## config.mk

```make
export PLATFORM = sky130hd
export DESIGN_NAME = mult_controller
export DESIGN_NICKNAME = d
export VERILOG_FILES = /design/src/rtl/mult_pkg.sv /design/src/rtl/mult_iter_counter.sv /design/src/rtl/mult_controller.sv
export SDC_FILE = /design/constraint.sdc
export NUM_CORES = 1
export LEC_CHECK = 0
export CAP_MARGIN = 20
export CORE_UTILIZATION = 25
export CTS_CLUSTER_SIZE = 10
export DETAILED_ROUTE_END_ITERATION = 6
export DONT_BUFFER_PORTS = 1
export PLACE_DENSITY_LB_ADDON = 0.25
export SYNTH_ARGS = -nofsm -noshare
export SYNTH_HDL_FRONTEND = slang
export SYNTH_SLANG_ARGS = --single-unit
```

## constraint.sdc

```tcl
create_clock -name Clk -period 2.8 [get_ports Clk]
set_clock_uncertainty 0.05 [all_clocks]
set_input_delay 0.56 -clock Clk [delete_from_list [all_inputs] [get_ports Clk]]
set_output_delay 0.56 -clock Clk [all_outputs]
set_load 0.03 [all_outputs]
```

## src/rtl/mult_pkg.sv

```systemverilog
// Shared types and defaults for the shift-add signed multiplier controller.
package mult_pkg;

  // Default multiplier width, which is also the number of add/shift iterations.
  localparam int MULT_WIDTH = 8;

  typedef enum logic [2:0] {
    IDLE  = 3'd0,
    LOAD  = 3'd1,
    CLRA  = 3'd2,
    ADD   = 3'd3,
    SHIFT = 3'd4,
    HOLD  = 3'd5
  } state_t;

  // True for the states that make up an active multiply.
  function automatic logic state_is_busy(input state_t s);
    return (s == CLRA) || (s == ADD) || (s == SHIFT);
  endfunction

endpackage

```

## src/rtl/mult_iter_counter.sv

```systemverilog
// Iteration counter for the multiplier: cleared on entry to a multiply,
// incremented once per shift, flags the final (MSB) iteration.
module mult_iter_counter #(
  parameter int WIDTH = 8,
  parameter int CNT_W = $clog2(WIDTH)
) (
  input  logic Clk,
  input  logic reset,
  input  logic clear_i,
  input  logic inc_i,
  output logic last_o
);

  logic [CNT_W-1:0] count_q;
  logic [CNT_W-1:0] count_d;

  // Clear has priority; the count only advances when told to.
  always_comb begin
    count_d = count_q;
    if (clear_i) begin
      count_d = '0;
    end else if (inc_i) begin
      count_d = count_q + CNT_W'(1);
    end
  end

  // Count register with synchronous reset.
  always_ff @(posedge Clk) begin
    if (reset) begin
      count_q <= '0;
    end else begin
      count_q <= count_d;
    end
  end

  assign last_o = (count_q == CNT_W'(WIDTH - 1));

endmodule

```

## src/rtl/mult_controller.sv

```systemverilog
// Control FSM for the shift-add signed multiplier datapath. One add-or-subtract
// and one arithmetic right shift per multiplier bit; the final bit subtracts
// because the multiplier MSB carries negative weight.
module mult_controller
  import mult_pkg::*;
#(
  parameter int WIDTH = MULT_WIDTH
) (
  input  logic Clk,
  input  logic reset,
  input  logic Run,
  input  logic ClearA_LoadB,
  input  logic M,
  output logic Ld_B,
  output logic Clr_A,
  output logic Add,
  output logic Sub,
  output logic Shift_En,
  output logic Busy,
  output logic Done
);

  state_t state_q;
  state_t state_d;
  logic   last_iter;

  mult_iter_counter #(
    .WIDTH (WIDTH)
  ) u_iter_counter (
    .Clk     (Clk),
    .reset   (reset),
    .clear_i (state_q == CLRA),
    .inc_i   (state_q == SHIFT),
    .last_o  (last_iter)
  );

  // State register; reset returns to IDLE and abandons any partial product.
  always_ff @(posedge Clk) begin
    if (reset) begin
      state_q <= IDLE;
    end else begin
      state_q <= state_d;
    end
  end

  // Next-state logic and strobe decode; Add/Sub additionally depend on M.
  always_comb begin
    state_d  = state_q;
    Ld_B     = 1'b0;
    Clr_A    = 1'b0;
    Add      = 1'b0;
    Sub      = 1'b0;
    Shift_En = 1'b0;
    Busy     = state_is_busy(state_q);
    Done     = 1'b0;

    unique case (state_q)
      IDLE: begin
        // Run wins over a simultaneous load request.
        if (Run) begin
          state_d = CLRA;
        end else if (ClearA_LoadB) begin
          state_d = LOAD;
        end
      end
      LOAD: begin
        Ld_B    = 1'b1;
        Clr_A   = 1'b1;
        state_d = IDLE;
      end
      CLRA: begin
        Clr_A   = 1'b1;
        state_d = ADD;
      end
      ADD: begin
        if (M) begin
          Sub = last_iter;
          Add = ~last_iter;
        end
        state_d = SHIFT;
      end
      SHIFT: begin
        Shift_En = 1'b1;
        state_d  = last_iter ? HOLD : ADD;
      end
      HOLD: begin
        // Product stays presented until Run is released.
        Done = 1'b1;
        if (!Run) begin
          state_d = IDLE;
        end
      end
      default: begin
        state_d = IDLE;
      end
    endcase
  end

endmodule
```

Yosys cells after proc, flatten, opt, wreduce, memory -nomap -nowiden
Cells that the tools add are included. W data, S select, Z words.

Flip-flop bits (word level): 6. Bits in latches: 0. RAM bits: 0. Bits in read-only memories: 0. Input bits: 5. Output and inout port bits: 7. Memories kept: 0.

Add/sub/neg operators: 1. Multiply operators: 0. Div/mod/pow operators: 0. Magnitude comparators: 0. Eq/ne operators: 8. Shift operators: 0. Muxes and demuxes: 13. Bitwise logic cells: 1. Reduce and logical (&&, ||, !) cells: 6.

Operators with widths (number): $pmux W3 S5 (1); $mux W3 (4); $eq A3 B3 Y1 const B (3); $mux W1 (8); $eq A3 B2 Y1 const B (2); $reduce_or A2 Y1 (2); $add A3 B1 Y3 const B (1); $eq A3 B1 Y1 const B (1); $logic_not A3 Y1 (1); $ne A3 B3 Y1 const B (1); $logic_or A1 B1 Y1 (2); $ne A2 B2 Y1 const B (1); $reduce_and A2 Y1 (1); $not A1 Y1 (1).

Longest topological paths before layout
Depth after elaboration: 4. Mapped depth: 5. Gate-level depth less buffers: 5.

By module
Synthesis repeated with hierarchy kept, for this count alone.

Cell total of the unflattened synthesis: 40. Area, all modules: 346.6 um^2.

By module, submodules not included: mult_controller (times used 1, cells an instance 29, area each 212.7 um^2); mult_iter_counter (times used 1, cells an instance 11, area each 133.9 um^2).

Worst setup path before layout
No wires, ideal clock.

Path type: reg-to-output. From: register state_q[1]. To: output port Busy. Arrival: 1.203 ns. Data required time: 2.190 ns. Setup slack: 0.987 ns. Cell stages (with the launch flop): 4. Path buffers: 0. Path through: dfxtp_1 > nand2b_1 > nor2_1 > or2_2.

Word-level cells in the longest chain between the ends: 3. Elaborated cells between the ends (all ways): 5. Those cells by class: eq/ne: 3; reduce/logical: 2.

Ends and longest elaborated chain: from (decl) (line mult_controller.sv:23) `state_t state_q;`; from (signal assigned) (line mult_controller.sv:42) `state_q <= state_d;`; $eq A3 B2 Y1 (line mult_pkg.sv:18) `return (s == CLRA) || (s == ADD) || (s == SHIFT);`; $logic_or A1 B1 Y1 (line mult_pkg.sv:18); $logic_or A1 B1 Y1 * (line mult_pkg.sv:18); to (decl) (line mult_controller.sv:19) `output logic Busy,`.

Every way passes the cells marked *; elsewhere a longest branch is shown, timed or not.

Final worst setup path
Ends and elaborated chain as after synthesis.

==> run_results.csv <==
group,metric,value,unit
worst_hold_path,min_to,"u_iter_counter.count_q[2]",
route,antenna_left,0,
sta,drv_slew,0,
grt,grt_max_degree,13,
power_and_ir_drop,power.internal,152.7,uW
floorplan,io_pins,12,
grt,grt_pass1_vias,257,
critical_path,cp_num_buf_inv,0,
route,wire_per_inst,11.82,um
yosys,synth_warnings,0,
placed_design,placed_cells,63,
yosys,yosys-top-cells-area,"dfxtp_1 29%, ha_1 9.2%, nor2_1 7.4%, a21oi_1 6.1%, buf_6 5.5%",
critical_path,worst-r2r-setup-slack,1.51,ns
route,drc_errors,0,
yosys,seq_area_frac_synth,0.2945,
sta,rsz0062_at_grt,"no",
grt,use_met2,0.09231,
power_and_ir_drop,p_per_area,513.8,nW/um^2
grt,grtUsageTotal,0.08897,
worst_hold_path,worstHoldStart,"reset",
cells_and_area,mostFrequentLayoutCells,"8 x nor2_1, 6 x dfxtp_1, 5 x a21oi_1",
run,cap_violations,0,
sta,tightestPinTransition,0.5668,ns
yosys,synth-edff-count,0,
critical_path,r2r_start,"u_iter_counter.count_q[0]",
critical_path,startpoint_type,"flop",
yosys,synth_cells,49,
sta,finalHoldViolations,0,
critical_path,crit_type,"flop to output pin",
worst_hold_path,min_path_type,"input port to flop",
cts,clkSinkCount,6,
critical_path,end_kind,"output pin",
yosys,synth_top_area_frac,0.2945,
cts,cts.path.max_buffers,2,
yosys,synth_area,407.9,sq um
cells_and_area,area_delta_synth_final,4.908,%
yosys,ys_types,25,
cells_and_area,final_nets,60,
run_status,run_status,"finished clean",
cts,cts-root-buf,"clkbuf_4",
sta,fin_tns_setup,0,ns
cells_and_area,n_antenna_cell,0,
floorplan,chipHeight,42.39,um
cts,htreeDepth,1,
yosys,synth_flop_cell,"dfxtp_1",
power_and_ir_drop,cellLeakagePower,0.0001760,uW
cells_and_area,final_common_cell,"nor2_1",
cts,path_clk_slew,0.05,ns
cells_and_area,instances_no_fill,66,
yosys,postSynthAreaPerCell,8.324,sq um
critical_path,cp_max_fo,12,
critical_path,cp.required,2.19,ns
floorplan,dieArea,1797,sq um
sta,relSlewSlack,0.6207,
grt,grt_use_met1,0.1379,
power_and_ir_drop,p_comb_frac,0.188,
power_and_ir_drop,seqPwrFrac,0.452,
cts,post_cts_buffers,0,
sta,setup_viol,0,
sta,fmax,440.6,MHz
cells_and_area,drive_above_1_share,0.1400,
critical_path,path_cells,"nand2b_1 -> nor2_1 -> or2_2",
cts,ctsResizeCount,0,
grt,met3_usage,0.01293,
power_and_ir_drop,switching_share,0.3052,
route,viasPerCell,4.879,
cts,holdBufCountCts,0,
critical_path,reg2regPathDepth,5,
critical_path,cp_top_family,"simple AND/OR/NAND/NOR gates",
floorplan,rows,14,
route,routed_wirelength,780,um
critical_path,worstReg2RegEnd,"state_q[2]",
cts,clk_latency,0.24,ns
placed_design,hpwl,568.7,um
placed_design,portBuffers,0,
grt,grt_overflow,0,
power_and_ir_drop,switchingPower,67.10,uW
grt,antenna_found_initial,0,
floorplan,die_w,42.39,um
cts,numCtsBuffers,3,
route,vias,322,
yosys,yosysTopAreaCell,"dfxtp_1",
grt,top_usage_layer,"met1",
cells_and_area,n_fill_cell,166,
grt,grt_pass1_wl,1.159,mm
power_and_ir_drop,p_clk_frac,0.360,
power_and_ir_drop,ir_drop,0.0001919,V
floorplan,initial_core_util,0.2708,
placed_design,routabilityCongestion,0.7296,
floorplan,core-area,1506,sq um
critical_path,cpPeakStageDelay,0.46,ns
yosys,synth_nets,57,
cts,cts_tree,"yes",
worst_hold_path,min_delay_path_depth,1,
critical_path,slowest_stage,"nor2_1",
route,firstDrtPassIters,3,
critical_path,crit_arrival,1.66,ns
route,drt_iter0_drc,7,
sta,fin_crit_sh,0.8105,
yosys,synthArstFlopShare,0,
sta,min_period,2.269,ns
yosys,ys_seq_elements,6,
==> how the worst max path moves through the flow <==
stage	start	end	slack (ns)	cells after the start
after detailed placement	state_q[1]	Busy	0.79	3
final	state_q[1]	Busy	0.53	3
after global placement	state_q[1]	Busy	0.79	3
after global routing	state_q[1]	Sub	0.46	3
after CTS	state_q[1]	Busy	0.52	3
after floorplan	state_q[1]	Busy	0.99	3
==> state kept, by name, indices dropped and copies added, names as in the netlist <==
register,flops
state_q,3
u_iter_counter.count_q,3
==> power groups by stage <==
stage                     Combinational, uW  Sequential, uW  Clock, uW
after floorplan                        48.0            92.6          0
after global placement                 42.3             101          0
after detailed placement               41.7             101          0
after CTS                              41.8            99.1       84.8
after global routing                   44.7             100       87.8
final                                  41.3            99.4       79.2
==> per-layer routing <==
| layer | part of all wire | vias up |
|---|---|---|
| met3 | 0.032 | 0 |
| met5 | 0 | - |
| met4 | 0 | 0 |
| li1 | - | 177 |
| met1 | 0.55 | 140 |
| met2 | 0.41 | 5 |
==> cell type report <==
type / instances / area (sq um) / share of cell area
tap: 16 / 20.02 / 0.04678
clock buffer: 3 / 22.52 / 0.05263
multi-input combinational: 38 / 250.2 / 0.5848
timing repair buffer: 1 / 7.507 / 0.01754
sequential: 6 / 120.1 / 0.2807
inverter: 2 / 7.507 / 0.01754
==> cell usage after synthesis (2+ instances only) <==
| master | count |
|---|---|
| nor2_1 | 8 |
| nand2_1 | 3 |
| a21oi_1 | 5 |
| ha_1 | 3 |
| a32oi_1 | 2 |
| dfxtp_1 | 6 |
| buf_6 | 2 |
| nor3_1 | 2 |
| inv_1 | 2 |
==> cells by family (layout without fill, tap and decap cells) <==
family          count (synthesis)  after routing  synth area share
simple gates                   22             22            0.2976
compound gates                 11             11            0.1749
flops                           6              6            0.2945
buf+inv                         5              6           0.09203
fa+ha+maj                       3              3           0.09203
xor+xnor                        1              1           0.02148
mux                             1              1           0.02761
==> metrics by stage <==
stage / hold slack [ns] / power [uW] / setup WS, ns / cell area, sq um / util
global route: 0.3168 / 233.0 / 0.4600 / 427.9 / 0.2841
global placement: 0.4095 / 143.0 / 0.7922 / 405.4 / 0.2691
floorplan: 0.3966 / 140.6 / 0.9868 / 407.9 / -
finish: 0.3288 / 219.9 / 0.5306 / 427.9 / 0.2841
CTS: 0.3194 / 225.8 / 0.5165 / 427.9 / 0.2841
detailed placement: 0.4127 / 142.6 / 0.7901 / 405.4 / 0.2691
Note: power is estimated with default switching activity, not from simulation.
